## config.mk

```make
export PLATFORM = sky130hd
export DESIGN_NAME = axi_4_lite_req_arbiter_flat
export DESIGN_NICKNAME = d
export VERILOG_FILES = /design/src/rtl/axi_4_lite_req_arbiter_if.sv /design/src/rtl/axi_4_lite_req_arbiter.sv /design/src/flat_wrapper.sv
export SDC_FILE = /design/constraint.sdc
export NUM_CORES = 1
export LEC_CHECK = 0
export BUFFER_PORTS_ARGS = -buffer_cell sky130_fd_sc_hd__buf_2
export CAP_MARGIN = 25
export CORE_AREA = 2 2 128 130
export DETAILED_ROUTE_END_ITERATION = 6
export DIE_AREA = 0 0 130 132
export HOLD_SLACK_MARGIN = 0.05
export PLACE_DENSITY_LB_ADDON = 0.15
export SLEW_MARGIN = 20
export SYNTH_ARGS = -nofsm -noshare
export SYNTH_HDL_FRONTEND = slang
export SYNTH_SLANG_ARGS = --single-unit
```

## constraint.sdc

```tcl
create_clock -name S_AXI_ACLK -period 1.9 [get_ports S_AXI_ACLK]
set_input_delay 0.38 -clock S_AXI_ACLK [delete_from_list [all_inputs] [get_ports S_AXI_ACLK]]
set_output_delay 0.38 -clock S_AXI_ACLK [all_outputs]
set_load 0.01 [all_outputs]
```

## src/rtl/axi_4_lite_req_arbiter_if.sv

```systemverilog
// AXI4-Lite master-side bus bundle for the two-requester arbiter.
// Default widths come from the shared C_AXI_* macros when the build does not define them.
`ifndef C_AXI_ADDR_WIDTH
`define C_AXI_ADDR_WIDTH 32
`endif
`ifndef C_AXI_DATA_WIDTH
`define C_AXI_DATA_WIDTH 32
`endif
`ifndef C_AXI_STROBE_WIDTH
`define C_AXI_STROBE_WIDTH 4
`endif

interface axi_4_lite_req_arbiter_if #(
  parameter int AW = `C_AXI_ADDR_WIDTH,
  parameter int DW = `C_AXI_DATA_WIDTH,
  parameter int SW = `C_AXI_STROBE_WIDTH
) ();
  logic          M_AXI_AWVALID;
  logic          M_AXI_AWREADY;
  logic [AW-1:0] M_AXI_AWADDR;
  logic [2:0]    M_AXI_AWPROT;
  logic          M_AXI_WVALID;
  logic          M_AXI_WREADY;
  logic [DW-1:0] M_AXI_WDATA;
  logic [SW-1:0] M_AXI_WSTRB;
  logic          M_AXI_BVALID;
  logic          M_AXI_BREADY;
  logic [1:0]    M_AXI_BRESP;
  logic          M_AXI_ARVALID;
  logic          M_AXI_ARREADY;
  logic [AW-1:0] M_AXI_ARADDR;
  logic [2:0]    M_AXI_ARPROT;
  logic          M_AXI_RVALID;
  logic          M_AXI_RREADY;
  logic [DW-1:0] M_AXI_RDATA;
  logic [1:0]    M_AXI_RRESP;

  modport master (
    output M_AXI_AWVALID, M_AXI_AWADDR, M_AXI_AWPROT,
    output M_AXI_WVALID, M_AXI_WDATA, M_AXI_WSTRB,
    output M_AXI_BREADY,
    output M_AXI_ARVALID, M_AXI_ARADDR, M_AXI_ARPROT,
    output M_AXI_RREADY,
    input  M_AXI_AWREADY, M_AXI_WREADY, M_AXI_BVALID, M_AXI_BRESP,
    input  M_AXI_ARREADY, M_AXI_RVALID, M_AXI_RDATA, M_AXI_RRESP
  );

  modport slave (
    input  M_AXI_AWVALID, M_AXI_AWADDR, M_AXI_AWPROT,
    input  M_AXI_WVALID, M_AXI_WDATA, M_AXI_WSTRB,
    input  M_AXI_BREADY,
    input  M_AXI_ARVALID, M_AXI_ARADDR, M_AXI_ARPROT,
    input  M_AXI_RREADY,
    output M_AXI_AWREADY, M_AXI_WREADY, M_AXI_BVALID, M_AXI_BRESP,
    output M_AXI_ARREADY, M_AXI_RVALID, M_AXI_RDATA, M_AXI_RRESP
  );
endinterface

```

## src/rtl/axi_4_lite_req_arbiter.sv

```systemverilog
// Two-requester round-robin arbiter sequencing single-beat commands onto one
// AXI4-Lite master port; one transaction in flight at a time.
`ifndef C_AXI_ADDR_WIDTH
`define C_AXI_ADDR_WIDTH 32
`endif
`ifndef C_AXI_DATA_WIDTH
`define C_AXI_DATA_WIDTH 32
`endif
`ifndef C_AXI_STROBE_WIDTH
`define C_AXI_STROBE_WIDTH 4
`endif

module axi_4_lite_req_arbiter #(
  parameter int AW = `C_AXI_ADDR_WIDTH,
  parameter int DW = `C_AXI_DATA_WIDTH,
  parameter int SW = `C_AXI_STROBE_WIDTH
) (
  input  logic                S_AXI_ACLK,
  input  logic                S_AXI_ARESETN,
  input  logic [1:0]          REQ_VALID,
  output logic [1:0]          REQ_READY,
  input  logic [1:0]          REQ_WE,
  input  logic [2*AW-1:0]     REQ_ADDR,
  input  logic [2*DW-1:0]     REQ_WDATA,
  input  logic [2*SW-1:0]     REQ_WSTRB,
  output logic [1:0]          RSP_VALID,
  output logic [DW-1:0]       RSP_RDATA,
  output logic [1:0]          RSP_RESP,
  axi_4_lite_req_arbiter_if.master m_axi
);

  typedef enum logic [2:0] {IDLE, WR, WR_RESP, RD_ADDR, RD_DATA, DONE} state_t;

  state_t        state, state_nx;
  logic          last_grant;
  logic          gnt;
  logic [AW-1:0] cmd_addr;
  logic [DW-1:0] cmd_wdata;
  logic [SW-1:0] cmd_wstrb;
  logic          aw_done, w_done;
  logic [DW-1:0] rsp_rdata;
  logic [1:0]    rsp_resp;

  logic          sel, grant;
  logic          aw_valid, w_valid, ar_valid;
  logic          aw_hs, w_hs;

  always_ff @(posedge S_AXI_ACLK) begin
    if (!S_AXI_ARESETN) begin
      state      <= IDLE;
      last_grant <= 1'b1;
      gnt        <= 1'b0;
      cmd_addr   <= '0;
      cmd_wdata  <= '0;
      cmd_wstrb  <= '0;
      aw_done    <= 1'b0;
      w_done     <= 1'b0;
      rsp_rdata  <= '0;
      rsp_resp   <= '0;
    end else begin
      state <= state_nx;
      if (grant) begin
        gnt        <= sel;
        last_grant <= sel;
        cmd_addr   <= sel ? REQ_ADDR[2*AW-1:AW]  : REQ_ADDR[AW-1:0];
        cmd_wdata  <= sel ? REQ_WDATA[2*DW-1:DW] : REQ_WDATA[DW-1:0];
        cmd_wstrb  <= sel ? REQ_WSTRB[2*SW-1:SW] : REQ_WSTRB[SW-1:0];
        aw_done    <= 1'b0;
        w_done     <= 1'b0;
      end
      // AW and W complete independently; each flag masks its VALID afterwards.
      if (state == WR) begin
        if (aw_hs) aw_done <= 1'b1;
        if (w_hs)  w_done  <= 1'b1;
      end
      if (state == WR_RESP && m_axi.M_AXI_BVALID)
        rsp_resp <= m_axi.M_AXI_BRESP;
      if (state == RD_DATA && m_axi.M_AXI_RVALID) begin
        rsp_rdata <= m_axi.M_AXI_RDATA;
        rsp_resp  <= m_axi.M_AXI_RRESP;
      end
    end
  end

  always_comb begin
    state_nx  = state;
    sel       = (REQ_VALID == 2'b11) ? ~last_grant : REQ_VALID[1];
    grant     = (state == IDLE) && S_AXI_ARESETN && (REQ_VALID != 2'b00);
    aw_valid  = (state == WR) && !aw_done;
    w_valid   = (state == WR) && !w_done;
    ar_valid  = (state == RD_ADDR);
    aw_hs     = aw_valid && m_axi.M_AXI_AWREADY;
    w_hs      = w_valid && m_axi.M_AXI_WREADY;
    REQ_READY = '0;
    RSP_VALID = '0;

    if (grant) REQ_READY = sel ? 2'b10 : 2'b01;
    if (state == DONE) RSP_VALID = gnt ? 2'b10 : 2'b01;

    case (state)
      IDLE:    if (grant) state_nx = REQ_WE[sel] ? WR : RD_ADDR;
      WR:      if ((aw_done || aw_hs) && (w_done || w_hs)) state_nx = WR_RESP;
      WR_RESP: if (m_axi.M_AXI_BVALID) state_nx = DONE;
      RD_ADDR: if (m_axi.M_AXI_ARREADY) state_nx = RD_DATA;
      RD_DATA: if (m_axi.M_AXI_RVALID) state_nx = DONE;
      DONE:    state_nx = IDLE;
      default: state_nx = IDLE;
    endcase

    m_axi.M_AXI_AWVALID = aw_valid;
    m_axi.M_AXI_AWADDR  = cmd_addr;
    m_axi.M_AXI_AWPROT  = 3'b000;
    m_axi.M_AXI_WVALID  = w_valid;
    m_axi.M_AXI_WDATA   = cmd_wdata;
    m_axi.M_AXI_WSTRB   = cmd_wstrb;
    m_axi.M_AXI_BREADY  = (state == WR_RESP);
    m_axi.M_AXI_ARVALID = ar_valid;
    m_axi.M_AXI_ARADDR  = cmd_addr;
    m_axi.M_AXI_ARPROT  = 3'b000;
    m_axi.M_AXI_RREADY  = (state == RD_DATA);
  end

  assign RSP_RDATA = rsp_rdata;
  assign RSP_RESP  = rsp_resp;

endmodule

```

## src/flat_wrapper.sv

```systemverilog
// flat-port wrapper written by rule: the top's interface ports become plain ports
module axi_4_lite_req_arbiter_flat 
#(
  parameter int AW = `C_AXI_ADDR_WIDTH,
  parameter int DW = `C_AXI_DATA_WIDTH,
  parameter int SW = `C_AXI_STROBE_WIDTH
)
  (S_AXI_ACLK, S_AXI_ARESETN, REQ_VALID, REQ_READY, REQ_WE, REQ_ADDR, REQ_WDATA, REQ_WSTRB, RSP_VALID, RSP_RDATA, RSP_RESP, m_axi_M_AXI_AWVALID, m_axi_M_AXI_AWADDR, m_axi_M_AXI_AWPROT, m_axi_M_AXI_WVALID, m_axi_M_AXI_WDATA, m_axi_M_AXI_WSTRB, m_axi_M_AXI_BREADY, m_axi_M_AXI_ARVALID, m_axi_M_AXI_ARADDR, m_axi_M_AXI_ARPROT, m_axi_M_AXI_RREADY, m_axi_M_AXI_AWREADY, m_axi_M_AXI_WREADY, m_axi_M_AXI_BVALID, m_axi_M_AXI_BRESP, m_axi_M_AXI_ARREADY, m_axi_M_AXI_RVALID, m_axi_M_AXI_RDATA, m_axi_M_AXI_RRESP);
  axi_4_lite_req_arbiter_if #(.AW(AW), .DW(DW), .SW(SW)) m_axi_i ();
  input  logic S_AXI_ACLK;
  input  logic S_AXI_ARESETN;
  input  logic [1:0] REQ_VALID;
  output logic [1:0] REQ_READY;
  input  logic [1:0] REQ_WE;
  input  logic [2*AW-1:0] REQ_ADDR;
  input  logic [2*DW-1:0] REQ_WDATA;
  input  logic [2*SW-1:0] REQ_WSTRB;
  output logic [1:0] RSP_VALID;
  output logic [DW-1:0] RSP_RDATA;
  output logic [1:0] RSP_RESP;
  output wire logic [$bits(m_axi_i.M_AXI_AWVALID)-1:0] m_axi_M_AXI_AWVALID;
  output wire logic [$bits(m_axi_i.M_AXI_AWADDR)-1:0] m_axi_M_AXI_AWADDR;
  output wire logic [$bits(m_axi_i.M_AXI_AWPROT)-1:0] m_axi_M_AXI_AWPROT;
  output wire logic [$bits(m_axi_i.M_AXI_WVALID)-1:0] m_axi_M_AXI_WVALID;
  output wire logic [$bits(m_axi_i.M_AXI_WDATA)-1:0] m_axi_M_AXI_WDATA;
  output wire logic [$bits(m_axi_i.M_AXI_WSTRB)-1:0] m_axi_M_AXI_WSTRB;
  output wire logic [$bits(m_axi_i.M_AXI_BREADY)-1:0] m_axi_M_AXI_BREADY;
  output wire logic [$bits(m_axi_i.M_AXI_ARVALID)-1:0] m_axi_M_AXI_ARVALID;
  output wire logic [$bits(m_axi_i.M_AXI_ARADDR)-1:0] m_axi_M_AXI_ARADDR;
  output wire logic [$bits(m_axi_i.M_AXI_ARPROT)-1:0] m_axi_M_AXI_ARPROT;
  output wire logic [$bits(m_axi_i.M_AXI_RREADY)-1:0] m_axi_M_AXI_RREADY;
  input wire logic [$bits(m_axi_i.M_AXI_AWREADY)-1:0] m_axi_M_AXI_AWREADY;
  input wire logic [$bits(m_axi_i.M_AXI_WREADY)-1:0] m_axi_M_AXI_WREADY;
  input wire logic [$bits(m_axi_i.M_AXI_BVALID)-1:0] m_axi_M_AXI_BVALID;
  input wire logic [$bits(m_axi_i.M_AXI_BRESP)-1:0] m_axi_M_AXI_BRESP;
  input wire logic [$bits(m_axi_i.M_AXI_ARREADY)-1:0] m_axi_M_AXI_ARREADY;
  input wire logic [$bits(m_axi_i.M_AXI_RVALID)-1:0] m_axi_M_AXI_RVALID;
  input wire logic [$bits(m_axi_i.M_AXI_RDATA)-1:0] m_axi_M_AXI_RDATA;
  input wire logic [$bits(m_axi_i.M_AXI_RRESP)-1:0] m_axi_M_AXI_RRESP;
  assign m_axi_M_AXI_AWVALID = m_axi_i.M_AXI_AWVALID;
  assign m_axi_M_AXI_AWADDR = m_axi_i.M_AXI_AWADDR;
  assign m_axi_M_AXI_AWPROT = m_axi_i.M_AXI_AWPROT;
  assign m_axi_M_AXI_WVALID = m_axi_i.M_AXI_WVALID;
  assign m_axi_M_AXI_WDATA = m_axi_i.M_AXI_WDATA;
  assign m_axi_M_AXI_WSTRB = m_axi_i.M_AXI_WSTRB;
  assign m_axi_M_AXI_BREADY = m_axi_i.M_AXI_BREADY;
  assign m_axi_M_AXI_ARVALID = m_axi_i.M_AXI_ARVALID;
  assign m_axi_M_AXI_ARADDR = m_axi_i.M_AXI_ARADDR;
  assign m_axi_M_AXI_ARPROT = m_axi_i.M_AXI_ARPROT;
  assign m_axi_M_AXI_RREADY = m_axi_i.M_AXI_RREADY;
  assign m_axi_i.M_AXI_AWREADY = m_axi_M_AXI_AWREADY;
  assign m_axi_i.M_AXI_WREADY = m_axi_M_AXI_WREADY;
  assign m_axi_i.M_AXI_BVALID = m_axi_M_AXI_BVALID;
  assign m_axi_i.M_AXI_BRESP = m_axi_M_AXI_BRESP;
  assign m_axi_i.M_AXI_ARREADY = m_axi_M_AXI_ARREADY;
  assign m_axi_i.M_AXI_RVALID = m_axi_M_AXI_RVALID;
  assign m_axi_i.M_AXI_RDATA = m_axi_M_AXI_RDATA;
  assign m_axi_i.M_AXI_RRESP = m_axi_M_AXI_RRESP;
  axi_4_lite_req_arbiter #(.AW(AW), .DW(DW), .SW(SW)) u_core (.S_AXI_ACLK(S_AXI_ACLK), .S_AXI_ARESETN(S_AXI_ARESETN), .REQ_VALID(REQ_VALID), .REQ_READY(REQ_READY), .REQ_WE(REQ_WE), .REQ_ADDR(REQ_ADDR), .REQ_WDATA(REQ_WDATA), .REQ_WSTRB(REQ_WSTRB), .RSP_VALID(RSP_VALID), .RSP_RDATA(RSP_RDATA), .RSP_RESP(RSP_RESP), .m_axi(m_axi_i));
endmodule
```

### After elaboration in Yosys (flattened, before gate mapping)

Index checks and enable logic that the tools add are counted.

* output and inout port bits: 149
* bits in registers: 109
* input port bits: 183

* equality and inequality tests: 11
* reduce and logical (&&, ||, !) cells: 17
* bitwise operators: 1
* magnitude comparators: 1
* multiplexer cells: 25

Operators by type and width (count)
* 2-to-1 mux 32 bit: 2
* 2-to-1 mux 3 bit: 5
* one-hot mux 3 bit (5 select lines): 1
* 2-to-1 mux 2 bit: 7
* logical AND 1 bit: 9
* 2-to-1 mux 1 bit: 9
* != test 2 x 1 -> 1 bit (second input constant): 4
* equality test 3 x 2 -> 1 bit (second input constant): 2
* equality test 3 bit (second input constant): 2
* AND reduction 5 bit: 1
* 2-to-1 mux 4 bit: 1
* nonzero test 2 bit: 2
* equality test 3 x 1 -> 1 bit (second input constant): 1
* logical NOT 3 bit: 1
* equality test 2 bit (second input constant): 1
* logical NOT 1 bit: 2
* logical OR 1 bit: 2
* less-than comparator 1 x 2 -> 1 bit (second input constant): 1
* != test 2 bit (second input constant): 1
* inverter 1 bit: 1

### Logic depth before layout (Yosys ltp)

* word-level depth: 7
* mapped depth: 7
* gate-level depth less buffers: 4

### Worst setup path before layout

No wires, ideal clock.

* path kind: register to output
* start point: register u_core.state[1]
* end point: output port REQ_READY[1]
* required time: 1.520 ns
* cell stages (with the launch flop): 6
* slack: 0.065 ns
* arrival time: 1.455 ns
* path through: dfxtp_1 > clkbuf_1 > nor4b_1 > and2_1 > buf_2 > clkbuf_1

* longest elaborated chain between the ends: 4

RTL lines
* start, declared: line axi_4_lite_req_arbiter.sv:34 `state_t state, state_nx;`
* start signal, assigned: line axi_4_lite_req_arbiter.sv:61 `state <= state_nx;`
* logical NOT 3 bit: line axi_4_lite_req_arbiter.sv:88 `grant = (state == IDLE) && S_AXI_ARESETN && (REQ_VALID != 2'b00);`
* logical AND 1 bit (2 in a row): line axi_4_lite_req_arbiter.sv:88
* 2-to-1 mux 2 bit: line axi_4_lite_req_arbiter.sv:97 `if (grant) REQ_READY = sel ? 2'b10 : 2'b01;`
* end, declared: line flat_wrapper.sv:13 `output logic [1:0] REQ_READY;`

No other way between the ends.

### Worst setup path after layout

* start point: register u_core.state[2]
* end point: output port REQ_READY[0]

Same word-level chain as after synthesis.

==> flow_summary.toml <==
[clocking]
insertion_delay_ps = 350
cts.sinks = 109
cts.path.max_buffers = 2
cts-htree-levels = 3
clk_pin_slew_ps = 70
cts_tree = "built"
clockRootBuffer = "clkbuf_16"
cts_made_buffers = 9

[global_routing]
grt_pass1_wl_microns = 24070
grt_util_met1_pct = 20.35
grt_util_met3_pct = 4.830
track_usage_pct = 18.13
antenna_found_initial = 0
met2_usage_pct = 32.69
grt_remaining_overflow = 0
grt_busiest_layer = "met2"
grt_pass1_vias = 4574
grt_start_max_net_pins = 48

[yosys]
synth_top_area_share_pct = 49.48
syn_inst = 540
yosysWarnings = 0
ys.flop_type = "dfxtp_1"
netlist_top_cells_area = "dfxtp_1 (49%), nand2_1 (18%), a22oi_1 (12%), buf_4 (6.6%), a21oi_1 (4.0%)"
synth_most_common_cell = "nand2_1"
ys_seq_area_share_pct = 49.48
synth_edf_count = 0
syn_avg_cell_area_sq_um = 8.168
yosys.cell_types.count = 37
synth.ff_latch_count = 109
synth_area_sq_um = 4410
synth_common_cells = "nand2_1 (206), dfxtp_1 (109), a22oi_1 (68)"
async_flop_share_pct = 0
post-synth-top-area-cell = "dfxtp_1"

[drt]
drc = 0
num_vias = 4764
drt_iter0_markers = 171
wl_per_cell_microns = 15.46
vias_per_cell = 4.511
wl_microns = 16330
ant_nets = 0
firstDrtPassIters = 4

[cells_and_area]
drive_gt1_share_pct = 45.48
multi_input_area_sq_um = 1836
syn_to_final_growth_pct = 49.73
area.sequential_sq_um = 2185
antenna_cells = 0
filler_cell_count = 1652
final_nets = 1018
layoutNonFillerInstCount = 1056

[pwr]
p_leak_uw = 0.003467
p_per_area_nw_per_um2 = 1308
finalPower_uw = 8639
ir_worst_vdd_v = 0.0004144

[floorplanning]
rows = 46
core_area_sq_um = 15710
die_w_microns = 130
die_h_microns = 132
initial_core_util_pct = 28.07
io_pins = 332
die_area_sq_um = 17160

[place]
gp_congestion = 0.8250
numPortBuffers = 325
dp.cells = 1036
dp_hpwl_microns = 12430
pre_cts_ws_ps = -23.61

[timing]
period_needed_ps = 2092
setup_violations = 2
clock.fmax_mhz = 478.0
whs_ps = 207.9
slew_viol_final = 0
worst_slack_ps = -191.9
rsz0062_at_grt = "true"
skew_ps = 4.337
min_period_over_period_pct = 110.1
tns_ps = -215.6
hold_viol = 0

[worst_hold_path]
hold_path.class = "primary input to register"
hold_path.startpoint = "REQ_WDATA[35]"

[worst_setup_path]
timing.critical_path.from = "u_core.state[2]$_SDFFE_PN0P_"
start_kind = "register"
required_ps = 1520
cp_top_family = "simple AND/OR/NAND/NOR gates"
rr_startpoint = "u_core.state[2]$_SDFFE_PN0P_"
path_class = "register to output port"
critPathMaxFanout = 3
max_stage_delay_ps = 560
endpoint_kind = "output port"
crit_slowest_cell = "or4b_4"
arrival_ps = 1710
path_cells = "or4b_4 -> nor3b_4 -> buf_12 -> buf_6"
crit_buf_inv = 2

[run_status]
violations = "setup timing"
status = "finished with violations"

[job]
drv_cap = 0
-- worst min-delay path: cells and delay by family --
kind,cells,cell delay (ps)
buffers and inverters,1,70
AND/OR/NAND/NOR,2,80
-- final cells by class --
cell class | count | area share, %
Sequential cell | 109 | 33.08
Timing Repair Buffer | 353 | 29.37
Multi-Input combinational cell | 358 | 27.79
Tap cell | 216 | 4.092
Clock buffer | 11 | 3.827
Clock inverter | 5 | 1.610
Inverter | 4 | 0.2274
-- flip-flops by register name, summed over array words and instances (netlist names) --
name,flops
u_core.w_done,1
u_core.m_axi.M_AXI_WDATA,32
u_core.RSP_RDATA,32
u_core.m_axi.M_AXI_WSTRB,4
u_core.state,3
u_core.gnt,1
u_core.last_grant,1
u_core.m_axi.M_AXI_ARADDR,32
u_core.aw_done,1
u_core.RSP_RESP,2
-- per-stage QoR --
step	util, %	cell area (sq um)
finish	42.03	6604
global route	42.03	6604
global placement	39.03	6133
CTS	41.61	6539
floorplan	-	4429
detailed placement	39.03	6133
-- placed cells by master, fill, tap and decap left out, types with 2 or more instances in the layout --
cell type / instances
nand2_1: 206
a22oi_1: 68
nor2b_1: 4
a21oi_1: 35
bufinv_16: 3
buf_12: 6
nor2_1: 7
o21ai_0: 2
buf_4: 19
nand3b_1: 2
clkbuf_8: 2
dfxtp_1: 107
clkbuf_16: 9
buf_2: 323
nor4b_2: 2
conb_1: 6
inv_1: 3
dfxtp_2: 2
a311oi_1: 2
buf_6: 4
-- power by group --
group / switching, uW / internal, uW / leakage [uW]
clock: 872 / 1360 / 0.000172
sequential: 386 / 2880 / 0.000895
combinational: 1730 / 1410 / 0.00240
-- final timing paths --
path | end | slack, ps | cells after the start
setup reg to reg | u_core.m_axi.M_AXI_ARADDR[17]$_SDFFE_PN0P_ | 10 | 7
hold reg to reg | u_core.RSP_RDATA[22]$_SDFFE_PN0P_ | 450 | 2
setup / recovery | REQ_READY[0] | -190 | 4
hold / removal | u_core.m_axi.M_AXI_WDATA[3]$_SDFFE_PN0P_ | 210 | 3
-- cells by family (layout without fill, tap and decap cells) --
group	Yosys count	count (layout)	synth area share [%]
simple gates	232	232	21.50
compound gates	119	119	18.38
flops	109	109	49.48
buf+inv	78	373	10.33
other cells	1	6	0.08502
mux	1	1	0.2270
-- routing by layer --
layer,part of all wire [%],vias up,wire length (microns)
li1,-,2367,-
met1,40,2177,6470
met2,51,206,8330
met3,7.8,14,1281
met4,1.5,0,247
met5,0,-,0
-- repair_timing --
item	in CTS	in global routing
resized for setup	10	13
pin swaps	4	5
setup endpoints to repair	5	72
setup buffers	2	2
hold endpoints to repair	0	0
hold buffers	0	0
Power figures use the tool's default switching activity.
